$ cat src/rtl/circuito_projeto_pkg.sv
// circuito_projeto_pkg
// Shared definitions for the water-level control unit:
//   - estado_t      : 4-bit Moore state encoding (15 states, INICIAL=0 .. ERRO=14)
//   - CLASSE_*      : classifier codes that select a buzzer
//   - MAX_DESCARTES_DEF : default number of consecutive discards before ERRO
package circuito_projeto_pkg;

  typedef enum logic [3:0] {
    INICIAL         = 4'd0,
    PREPARA         = 4'd1,
    ESPERA_1S       = 4'd2,
    MEDE            = 4'd3,
    AGUARDA_MEDIDA  = 4'd4,
    CLASSIFICA      = 4'd5,
    AGUARDA_CLASSIF = 4'd6,
    DESCARTE        = 4'd7,
    ENVIA           = 4'd8,
    AGUARDA_CARATER = 4'd9,
    MUDA            = 4'd10,
    ALARME          = 4'd11,
    ESPERA_2S       = 4'd12,
    DESLIGA         = 4'd13,
    ERRO            = 4'd14
  } estado_t;

  localparam logic [2:0] CLASSE_BAIXA = 3'b001;
  localparam logic [2:0] CLASSE_ALTA  = 3'b100;

  localparam int MAX_DESCARTES_DEF = 3;

endpackage

$ cat src/rtl/circuito_projeto_uc_if.sv
// circuito_projeto_uc_if
// Control/status bundle between the control unit and the measurement datapath.
//   master : control unit (drives controls, reads status)
//   slave  : datapath     (reads controls, drives status)
interface circuito_projeto_uc_if;

  // datapath status
  logic       fim_medida;
  logic       fim_carater;
  logic       fim_mensagem;
  logic       fim_classificacao;
  logic       fim_1s;
  logic       fim_2s;
  logic [2:0] medida_classificacao;
  logic       descartar_medida;

  // datapath and buzzer controls
  logic       zera;
  logic       conta_1s;
  logic       conta_2s;
  logic       mensurar;
  logic       envia;
  logic       muda;
  logic       analisa_medida;
  logic       liga_buzzer_baixa;
  logic       liga_buzzer_alta;
  logic       desliga_buzzers;
  logic       zera_vlv;

  modport master (
    input  fim_medida, fim_carater, fim_mensagem, fim_classificacao, fim_1s, fim_2s,
           medida_classificacao, descartar_medida,
    output zera, conta_1s, conta_2s, mensurar, envia, muda, analisa_medida,
           liga_buzzer_baixa, liga_buzzer_alta, desliga_buzzers, zera_vlv
  );

  modport slave (
    output fim_medida, fim_carater, fim_mensagem, fim_classificacao, fim_1s, fim_2s,
           medida_classificacao, descartar_medida,
    input  zera, conta_1s, conta_2s, mensurar, envia, muda, analisa_medida,
           liga_buzzer_baixa, liga_buzzer_alta, desliga_buzzers, zera_vlv
  );

endinterface

$ cat src/rtl/circuito_projeto_uc_contador_m.sv
// contador_m
// N-bit up counter that saturates at M.
//   clock : clock
//   reset : synchronous active-high clear
//   zera  : synchronous clear
//   conta : increment enable (ignored once q reaches M)
//   q     : current count
module contador_m #(
  parameter int M = 3,
  parameter int N = 3
) (
  input  logic         clock,
  input  logic         reset,
  input  logic         zera,
  input  logic         conta,
  output logic [N-1:0] q
);

  logic [N-1:0] q_q;
  logic [N-1:0] q_d;

  // next count: clear wins over increment, hold at M
  always_comb begin
    q_d = q_q;
    if (zera) begin
      q_d = {N{1'b0}};
    end else if (conta && (q_q != N'(M))) begin
      q_d = q_q + {{(N-1){1'b0}}, 1'b1};
    end else begin
      q_d = q_q;
    end
  end

  // count register
  always_ff @(posedge clock) begin
    if (reset) begin
      q_q <= {N{1'b0}};
    end else begin
      q_q <= q_d;
    end
  end

  assign q = q_q;

endmodule

$ cat src/rtl/circuito_projeto_uc.sv
// circuito_projeto_uc
// Moore control unit sequencing settle / measure / classify / report / buzzer / pause.
// Ports:
//   clock, reset : clock and synchronous active-high reset
//   ligar        : run request (level)
//   dp           : datapath bundle (master side)
//   pronto       : one-cycle pulse per completed report cycle
//   erro         : high while in ERRO
//   db_estado    : raw state encoding, only when CIRCUITO_UC_DB_ESTADO_EN is defined
module circuito_projeto_uc
  import circuito_projeto_pkg::*;
#(
  parameter int MAX_DESCARTES = MAX_DESCARTES_DEF
) (
  input  logic                   clock,
  input  logic                   reset,
  input  logic                   ligar,
  circuito_projeto_uc_if.master  dp,
  output logic                   pronto,
  output logic                   erro
`ifdef CIRCUITO_UC_DB_ESTADO_EN
  ,
  output logic [3:0]             db_estado
`endif
);

  estado_t    estado_q;
  estado_t    estado_d;
  logic [2:0] classe_q;
  logic [2:0] desc_q;
  logic       zera_desc_s;
  logic       conta_desc_s;

  // consecutive-discard counter, cleared on PREPARA and on every accepted report
  contador_m #(
    .M (MAX_DESCARTES),
    .N (3)
  ) u_contador_descartes (
    .clock (clock),
    .reset (reset),
    .zera  (zera_desc_s),
    .conta (conta_desc_s),
    .q     (desc_q)
  );

  // state register
  always_ff @(posedge clock) begin
    if (reset) begin
      estado_q <= INICIAL;
    end else begin
      estado_q <= estado_d;
    end
  end

  // class latched when the classifier finishes; selects the buzzer in ALARME
  always_ff @(posedge clock) begin
    if (reset) begin
      classe_q <= 3'b000;
    end else if ((estado_q == AGUARDA_CLASSIF) && dp.fim_classificacao) begin
      classe_q <= dp.medida_classificacao;
    end else begin
      classe_q <= classe_q;
    end
  end

  // next-state and Moore output decode
  always_comb begin
    estado_d             = estado_q;
    dp.zera              = 1'b0;
    dp.conta_1s          = 1'b0;
    dp.conta_2s          = 1'b0;
    dp.mensurar          = 1'b0;
    dp.envia             = 1'b0;
    dp.muda              = 1'b0;
    dp.analisa_medida    = 1'b0;
    dp.liga_buzzer_baixa = 1'b0;
    dp.liga_buzzer_alta  = 1'b0;
    dp.desliga_buzzers   = 1'b0;
    dp.zera_vlv          = 1'b0;
    pronto               = 1'b0;
    erro                 = 1'b0;
    zera_desc_s          = 1'b0;
    conta_desc_s         = 1'b0;

    case (estado_q)
      INICIAL: begin
        estado_d = ligar ? PREPARA : INICIAL;
      end
      PREPARA: begin
        dp.zera     = 1'b1;
        dp.zera_vlv = 1'b1;
        zera_desc_s = 1'b1;
        estado_d    = ESPERA_1S;
      end
      ESPERA_1S: begin
        dp.conta_1s = 1'b1;
        // stop request has priority over the timer
        if (!ligar) begin
          estado_d = DESLIGA;
        end else if (dp.fim_1s) begin
          estado_d = MEDE;
        end else begin
          estado_d = ESPERA_1S;
        end
      end
      MEDE: begin
        dp.mensurar = 1'b1;
        estado_d    = AGUARDA_MEDIDA;
      end
      AGUARDA_MEDIDA: begin
        estado_d = dp.fim_medida ? CLASSIFICA : AGUARDA_MEDIDA;
      end
      CLASSIFICA: begin
        dp.analisa_medida = 1'b1;
        estado_d          = AGUARDA_CLASSIF;
      end
      AGUARDA_CLASSIF: begin
        if (dp.fim_classificacao) begin
          estado_d = dp.descartar_medida ? DESCARTE : ENVIA;
        end else begin
          estado_d = AGUARDA_CLASSIF;
        end
      end
      DESCARTE: begin
        conta_desc_s = 1'b1;
        // compare against the value the counter takes on this edge
        if ((desc_q + 3'd1) == 3'(MAX_DESCARTES)) begin
          estado_d = ERRO;
        end else begin
          estado_d = MEDE;
        end
      end
      ENVIA: begin
        dp.envia    = 1'b1;
        zera_desc_s = 1'b1;
        estado_d    = AGUARDA_CARATER;
      end
      AGUARDA_CARATER: begin
        estado_d = dp.fim_carater ? MUDA : AGUARDA_CARATER;
      end
      MUDA: begin
        dp.muda  = 1'b1;
        estado_d = dp.fim_mensagem ? ALARME : ENVIA;
      end
      ALARME: begin
        pronto = 1'b1;
        case (classe_q)
          CLASSE_BAIXA: dp.liga_buzzer_baixa = 1'b1;
          CLASSE_ALTA:  dp.liga_buzzer_alta  = 1'b1;
          default:      dp.desliga_buzzers   = 1'b1;
        endcase
        estado_d = ESPERA_2S;
      end
      ESPERA_2S: begin
        dp.conta_2s = 1'b1;
        if (!ligar) begin
          estado_d = DESLIGA;
        end else if (dp.fim_2s) begin
          estado_d = MEDE;
        end else begin
          estado_d = ESPERA_2S;
        end
      end
      DESLIGA: begin
        dp.desliga_buzzers = 1'b1;
        dp.zera_vlv        = 1'b1;
        estado_d           = INICIAL;
      end
      ERRO: begin
        erro               = 1'b1;
        dp.desliga_buzzers = 1'b1;
        estado_d           = ligar ? ERRO : INICIAL;
      end
      default: begin
        estado_d = INICIAL;
      end
    endcase
  end

`ifdef CIRCUITO_UC_DB_ESTADO_EN
  assign db_estado = estado_q;
`endif

endmodule

$ cat src/flat_wrapper.sv
// flat-port wrapper written by rule: the top's interface ports become plain ports
module circuito_projeto_uc_flat import circuito_projeto_pkg::*;
#(
  parameter int MAX_DESCARTES = MAX_DESCARTES_DEF
)
  (clock, reset, ligar, pronto, erro, dp_fim_medida, dp_fim_carater, dp_fim_mensagem, dp_fim_classificacao, dp_fim_1s, dp_fim_2s, dp_medida_classificacao, dp_descartar_medida, dp_zera, dp_conta_1s, dp_conta_2s, dp_mensurar, dp_envia, dp_muda, dp_analisa_medida, dp_liga_buzzer_baixa, dp_liga_buzzer_alta, dp_desliga_buzzers, dp_zera_vlv);
  circuito_projeto_uc_if dp_i ();
  input  logic clock;
  input  logic reset;
  input  logic ligar;
  output logic pronto;
  output logic erro;
  input wire logic [$bits(dp_i.fim_medida)-1:0] dp_fim_medida;
  input wire logic [$bits(dp_i.fim_carater)-1:0] dp_fim_carater;
  input wire logic [$bits(dp_i.fim_mensagem)-1:0] dp_fim_mensagem;
  input wire logic [$bits(dp_i.fim_classificacao)-1:0] dp_fim_classificacao;
  input wire logic [$bits(dp_i.fim_1s)-1:0] dp_fim_1s;
  input wire logic [$bits(dp_i.fim_2s)-1:0] dp_fim_2s;
  input wire logic [$bits(dp_i.medida_classificacao)-1:0] dp_medida_classificacao;
  input wire logic [$bits(dp_i.descartar_medida)-1:0] dp_descartar_medida;
  output wire logic [$bits(dp_i.zera)-1:0] dp_zera;
  output wire logic [$bits(dp_i.conta_1s)-1:0] dp_conta_1s;
  output wire logic [$bits(dp_i.conta_2s)-1:0] dp_conta_2s;
  output wire logic [$bits(dp_i.mensurar)-1:0] dp_mensurar;
  output wire logic [$bits(dp_i.envia)-1:0] dp_envia;
  output wire logic [$bits(dp_i.muda)-1:0] dp_muda;
  output wire logic [$bits(dp_i.analisa_medida)-1:0] dp_analisa_medida;
  output wire logic [$bits(dp_i.liga_buzzer_baixa)-1:0] dp_liga_buzzer_baixa;
  output wire logic [$bits(dp_i.liga_buzzer_alta)-1:0] dp_liga_buzzer_alta;
  output wire logic [$bits(dp_i.desliga_buzzers)-1:0] dp_desliga_buzzers;
  output wire logic [$bits(dp_i.zera_vlv)-1:0] dp_zera_vlv;
  assign dp_i.fim_medida = dp_fim_medida;
  assign dp_i.fim_carater = dp_fim_carater;
  assign dp_i.fim_mensagem = dp_fim_mensagem;
  assign dp_i.fim_classificacao = dp_fim_classificacao;
  assign dp_i.fim_1s = dp_fim_1s;
  assign dp_i.fim_2s = dp_fim_2s;
  assign dp_i.medida_classificacao = dp_medida_classificacao;
  assign dp_i.descartar_medida = dp_descartar_medida;
  assign dp_zera = dp_i.zera;
  assign dp_conta_1s = dp_i.conta_1s;
  assign dp_conta_2s = dp_i.conta_2s;
  assign dp_mensurar = dp_i.mensurar;
  assign dp_envia = dp_i.envia;
  assign dp_muda = dp_i.muda;
  assign dp_analisa_medida = dp_i.analisa_medida;
  assign dp_liga_buzzer_baixa = dp_i.liga_buzzer_baixa;
  assign dp_liga_buzzer_alta = dp_i.liga_buzzer_alta;
  assign dp_desliga_buzzers = dp_i.desliga_buzzers;
  assign dp_zera_vlv = dp_i.zera_vlv;
  circuito_projeto_uc #(.MAX_DESCARTES(MAX_DESCARTES)) u_core (.clock(clock), .reset(reset), .ligar(ligar), .dp(dp_i), .pronto(pronto), .erro(erro));
endmodule
$ cat config.mk
export PLATFORM = sky130hd
export DESIGN_NAME = circuito_projeto_uc_flat
export DESIGN_NICKNAME = d
export VERILOG_FILES = /design/src/rtl/circuito_projeto_pkg.sv /design/src/rtl/circuito_projeto_uc_if.sv /design/src/rtl/circuito_projeto_uc_contador_m.sv /design/src/rtl/circuito_projeto_uc.sv /design/src/flat_wrapper.sv
export SDC_FILE = /design/constraint.sdc
export NUM_CORES = 1
export LEC_CHECK = 0
export BUFFER_PORTS_ARGS = -buffer_cell sky130_fd_sc_hd__buf_2
export CAP_MARGIN = 20
export CORE_UTILIZATION = 38
export CTS_BUF_LIST = sky130_fd_sc_hd__clkbuf_4 sky130_fd_sc_hd__clkbuf_8
export CTS_CLUSTER_SIZE = 24
export DETAILED_ROUTE_END_ITERATION = 8
export SETUP_SLACK_MARGIN = 0.5
export SYNTH_ARGS = -nofsm -noshare
export SYNTH_HDL_FRONTEND = slang
export SYNTH_SLANG_ARGS = --single-unit
$ cat constraint.sdc
create_clock -name clock -period 4.83 [get_ports clock]
set_clock_uncertainty 0.1 [all_clocks]
set_input_delay 0.483 -clock clock [delete_from_list [all_inputs] [get_ports clock]]
set_output_delay 0.483 -clock clock [all_outputs]
set_load 0.02 [all_outputs]
==> out/results.ini, run 1 <==
[sta]
worstMarginPinSlew_ps = 580
timing.final.ws_setup_ps = 2520
clock.fmax_mhz = 433
slew_headroom = 0.613
tns_ps = 0
hold_viol = 0
worst_hold_slack_ps = 349
fin_crit_ps = 2310
rsz0062_at_grt = false
slew_violations = 0
setup_viol = 0
finalCritPeriodShare = 0.478

[place]
routabilityCongestion = 0.836
port_buffers = 25
hpwl_mm = 1.46
dp_slack_ps = 2810
dp_cells = 149

[layout]
area_growth_syn_to_layout_pct = 16.8
fin_util = 0.478
multiInputGateArea_sq_um = 538
nets = 143
regArea_sq_um = 200
fillers = 216
num_antenna_cells = 0
layout-drive-gt1-share = 0.278
final_cell_count_no_fill = 153

[power_and_ir_drop]
powerDensity_nw_per_um2 = 307
peakVddDrop_mv = 0.146
p_leak_nw = 0.414

[floorplan]
die-area_sq_um = 2340
die_x_microns = 48.4
start_util = 0.409
die_h_microns = 48.4
rows = 16
ios = 26
fp.coreArea_sq_um = 2000

[routing]
vias_per_cell = 5.28
drtIter0Drc = 12
dr_total_vias = 808
drc_errors = 0
drt_pass1_iterations = 4
wl_per_cell_microns = 12.5
wl_mm = 1.91
ant_nets = 0

[synth]
yosysTopAreaCell = dfxtp_1
ys_async_sr_fraction = 0
syn_area_sq_um = 818
synthCells = 104
yosysMostFrequentCell = nor2_1
synthDistinctLibCells = 40
yosysWarningCount = 0
syn-num-nets = 120
synth_flop_cell = dfxtp_1
yosys-top-cells-count = nor2_1, dfxtp_1, inv_1, nand2_1, nor3_1
synth_area_leaders = dfxtp_1, nor2_1, ha_1
syn_area_per_cell_sq_um = 7.87
seq_area_frac_synth = 0.245
netlist.area_leader.share = 0.245
synth_seq_cells = 10
synth-edff-count = 0

[cts]
cts_max_level = 1
clk_pin_slew_ps = 80
clock-sinks = 10
cts-root-buf = clkbuf_4
post-cts-setup-buffers = 0
clk_path_buf_depth = 2
clkLatencyLatePin_ps = 260
cts_tree = done
cts_made_buffers = 3
cts_hold_buf = 0
ctsResizeCount = 0

[hold_path]
hold_path.class = primary input to flip-flop

[setup_path]
cp-end-kind = primary output
worst_setup_path_start_kind = flip-flop
cp_data_required_time_ps = 4250
arrival_ps = 1730
criticalPathCategory = flip-flop to primary output
worstPathMaxFanout = 16

[job]
cap_violations = 0

[grt]
grt_pass1_wl_mm = 3.26
grt.total_usage = 0.179
antenna_found_initial = 0
grt_pass1_vias = 710
overflow = 0
grt_max_degree = 20

[status]
status = finished clean

[state kept, by name (all words and copies together), names as in the netlist]
signal	cells
u_core.estado_q	4
u_core.classe_q	3
u_core.u_contador_descartes.q	3
[power breakdown]
part           internal (mW)  switching [mW]
clock                 0.0457          0.0311
sequential            0.0894          0.0285
combinational         0.0454          0.0530
[worst max-delay path, stage by stage, from the launching register on]
cell,delay [ps]
dfxtp_1,660
nand2_1,240
nor2_1,190
nand2_1,70
a21oi_1,120
buf_2,180
[cell families (layout without fill, tap and decap cells)]
logic type,Yosys count,in the layout,share of synthesized area
and+or+nand+nor,46,46,0.309
AOI/OAI and AO/OA,27,27,0.245
buffers and inverters,13,35,0.0978
DFF,10,10,0.245
adders and majority gates,3,3,0.0459
muxes,3,3,0.0367
xor gates and xnor gates,2,2,0.0214
[layout by cell type (no fill, tap or decap), types with 3 or more instances in the layout]
master / n
nor3_1: 5
nand2b_1: 4
a21oi_1: 4
nand2_1: 6
a211oi_1: 3
mux2i_1: 3
inv_1: 6
clkbuf_4: 3
a21o_1: 3
nor2_1: 15
o21ai_0: 4
buf_2: 25
nor2b_1: 4
dfxtp_1: 10
ha_1: 3
[stage by stage]
step / area, sq um / power, mW
finish: 956 / 0.293
global route: 956 / 0.313
CTS: 956 / 0.295
detailed placement: 920 / 0.217
global placement: 920 / 0.217
floorplan: 818 / 0.198
[worst paths after layout]
path	slack, ps	end	depth (start not counted)	start
setup reg to reg	2950	u_core.estado_q[3]$_SDFF_PP0_	4	u_core.estado_q[0]$_SDFF_PP0_
hold / removal	350	u_core.classe_q[0]$_SDFFE_PP0P_	2	reset
hold reg to reg	400	u_core.u_contador_descartes.q[2]$_SDFFE_PP0P_	2	u_core.u_contador_descartes.q[2]$_SDFFE_PP0P_
setup / recovery	2520	dp_desliga_buzzers	5	u_core.estado_q[0]$_SDFF_PP0_
[metal layers]
layer	global-route usage	wire (microns)	part of all wire	vias to the layer above
met1	0.239	919	0.48	377
met2	0.279	902	0.47	14
li1	-	-	-	415
met4	0.0882	21	0.011	0
met3	0.0283	66	0.035	2
met5	0	0	0	-
[final cells by class]
class | instances | share of cell area
inverters | 6 | 0.0236
clock buffers | 4 | 0.0380
repair buffers | 25 | 0.131
multi-input cells | 81 | 0.563
flip-flops and latches | 10 | 0.209
well taps | 27 | 0.0353
Power figures use the tool's default switching activity.
==> inputs of run 2 (changes only) <==
==> constraint.sdc (replaced) <==
create_clock -name clock -period 2.3 [get_ports clock]
set_clock_uncertainty 0.1 [all_clocks]
set_input_delay 0.23 -clock clock [delete_from_list [all_inputs] [get_ports clock]]
set_output_delay 0.23 -clock clock [all_outputs]
set_load 0.02 [all_outputs]
==> out/results.ini, run 2 (synthesis results as in run 1) <==
[cts]
cts-root-buf = clkbuf_4
clk_path_buf_depth = 2
clkLatencyLatePin_ps = 270
cts_tree = done
cts_hold_buf = 0
clk_pin_slew_ps = 70
clock-sinks = 10
cts_max_level = 1
cts_made_buffers = 3

[place]
hpwl_mm = 1.46
dpl_cell_area_sq_um = 920
dp_cells = 149
port_buffers = 25
dp_slack_ps = 547
routabilityCongestion = 0.842

[floorplan]
die-area_sq_um = 2340
die_x_microns = 48.4
fp.coreArea_sq_um = 2000
rows = 16
ios = 26
die_h_microns = 48.4
start_util = 0.409

[routing]
dr_total_vias = 859
drt_pass1_iterations = 4
drc_errors = 0
wl_per_cell_microns = 12.5
vias_per_cell = 5.51
ant_nets = 0
wl_mm = 1.95
drtIter0Drc = 26

[grt]
grt_pass1_vias = 740
grt.total_usage = 0.173
grt_max_degree = 20
antenna_found_initial = 0
grt_pass1_wl_mm = 3.20
overflow = 0

[status]
status = finished clean

[setup_path]
crit_buf_inv = 1
crit_chain = nand2_1 > nor3_1 > buf_2
crit_start = u_core.estado_q[3]$_SDFF_PP0_
crit_family = flip-flops
criticalPathCategory = flip-flop to primary output
crit_cells = 3
worstPathMaxFanout = 13
crit_slowest_cell = dfxtp_2
r2r_setup_slack_ps = 670
cp-end-kind = primary output
arrival_ps = 1370
r2r_cells = 4
reg2reg_from = u_core.estado_q[3]$_SDFF_PP0_
critPathCapture = dp_conta_2s
worst_setup_path_start_kind = flip-flop
cp_data_required_time_ps = 1970
worst_path_largest_cell_delay_ps = 490
rr_endpoint = u_core.estado_q[0]$_SDFF_PP0_

[layout]
nets = 146
fin_util = 0.504
final_area_sq_um = 1010
num_antenna_cells = 0
area_growth_syn_to_layout_pct = 23.2
layout-drive-gt1-share = 0.349
final_common_cell = buf_2
final_cell_count_no_fill = 156
regMostFlops = u_core.estado_q
layout_common_cells = buf_2, nor2_1, inv_1, dfxtp_1
largest_reg_flops = 4

[sta]
tns_ps = 0
worstMarginPinSlew_ps = 469
finalCritPeriodShare = 0.740
hold_viol = 0
clock.fmax_mhz = 587
timing.final.ws_setup_ps = 597
rsz0062_at_grt = true
slew_violations = 0
slew_headroom = 0.686
fin_crit_ps = 1700
worst_hold_slack_ps = 89.1
setup_viol = 0

[power_and_ir_drop]
peakVddDrop_mv = 0.302
p_leak_nw = 0.437
powerDensity_nw_per_um2 = 648
power_uw = 654

[job]
cap_violations = 0

[hold_path]
hold_path.class = primary input to flip-flop

-- run 2: cell types whose count changed in the layout (fill, tap and decap cells not counted), sizes merged --
cell  before  now
buf       25   28
-- run 2: power breakdown --
part / internal (mW) / total (mW) / switching [mW]
Sequential: 0.195 / 0.253 / 0.0579
Clock: 0.0962 / 0.161 / 0.0647
Combinational: 0.117 / 0.240 / 0.123
-- run 2: worst min-delay path by stage --
stage / slack, ps / start / endpoint / cells after the start
6_report: 90 / reset / u_core.classe_q[0]$_SDFFE_PP0P_ / 2
5_1_grt: 90 / reset / u_core.classe_q[0]$_SDFFE_PP0P_ / 2
4_1_cts: 80 / reset / u_core.classe_q[0]$_SDFFE_PP0P_ / 2
3_5_place_dp: 370 / reset / u_core.classe_q[0]$_SDFFE_PP0P_ / 2
3_3_place_gp: 370 / reset / u_core.classe_q[0]$_SDFFE_PP0P_ / 2
2_1_floorplan: 200 / reset / u_core.classe_q[0]$_SDFFE_PP0P_ / 1
-- run 2: cell type report --
type,instances,area [sq um]
repair buffers,28,148
multi-input cells,81,556
clock buffers,4,36.3
well taps,27,33.8
flip-flops and latches,10,213
inverters,6,22.5
fillers,213,993
-- run 2: timing repair --
action / 4_1_cts / 5_1_grt
endpoints found under the setup margin: 9 / 4
resized for setup: 7 / 5
buffers inserted: 0 / 3
-- run 2: per-layer routing --
metal	routed length, microns	GRT usage	part of all wire	vias to the layer above
met5	0	0	0	-
met4	20	0.0441	0.010	0
met3	140	0.0409	0.072	4
met2	906	0.289	0.46	29
met1	881	0.223	0.45	404
li1	-	-	-	422
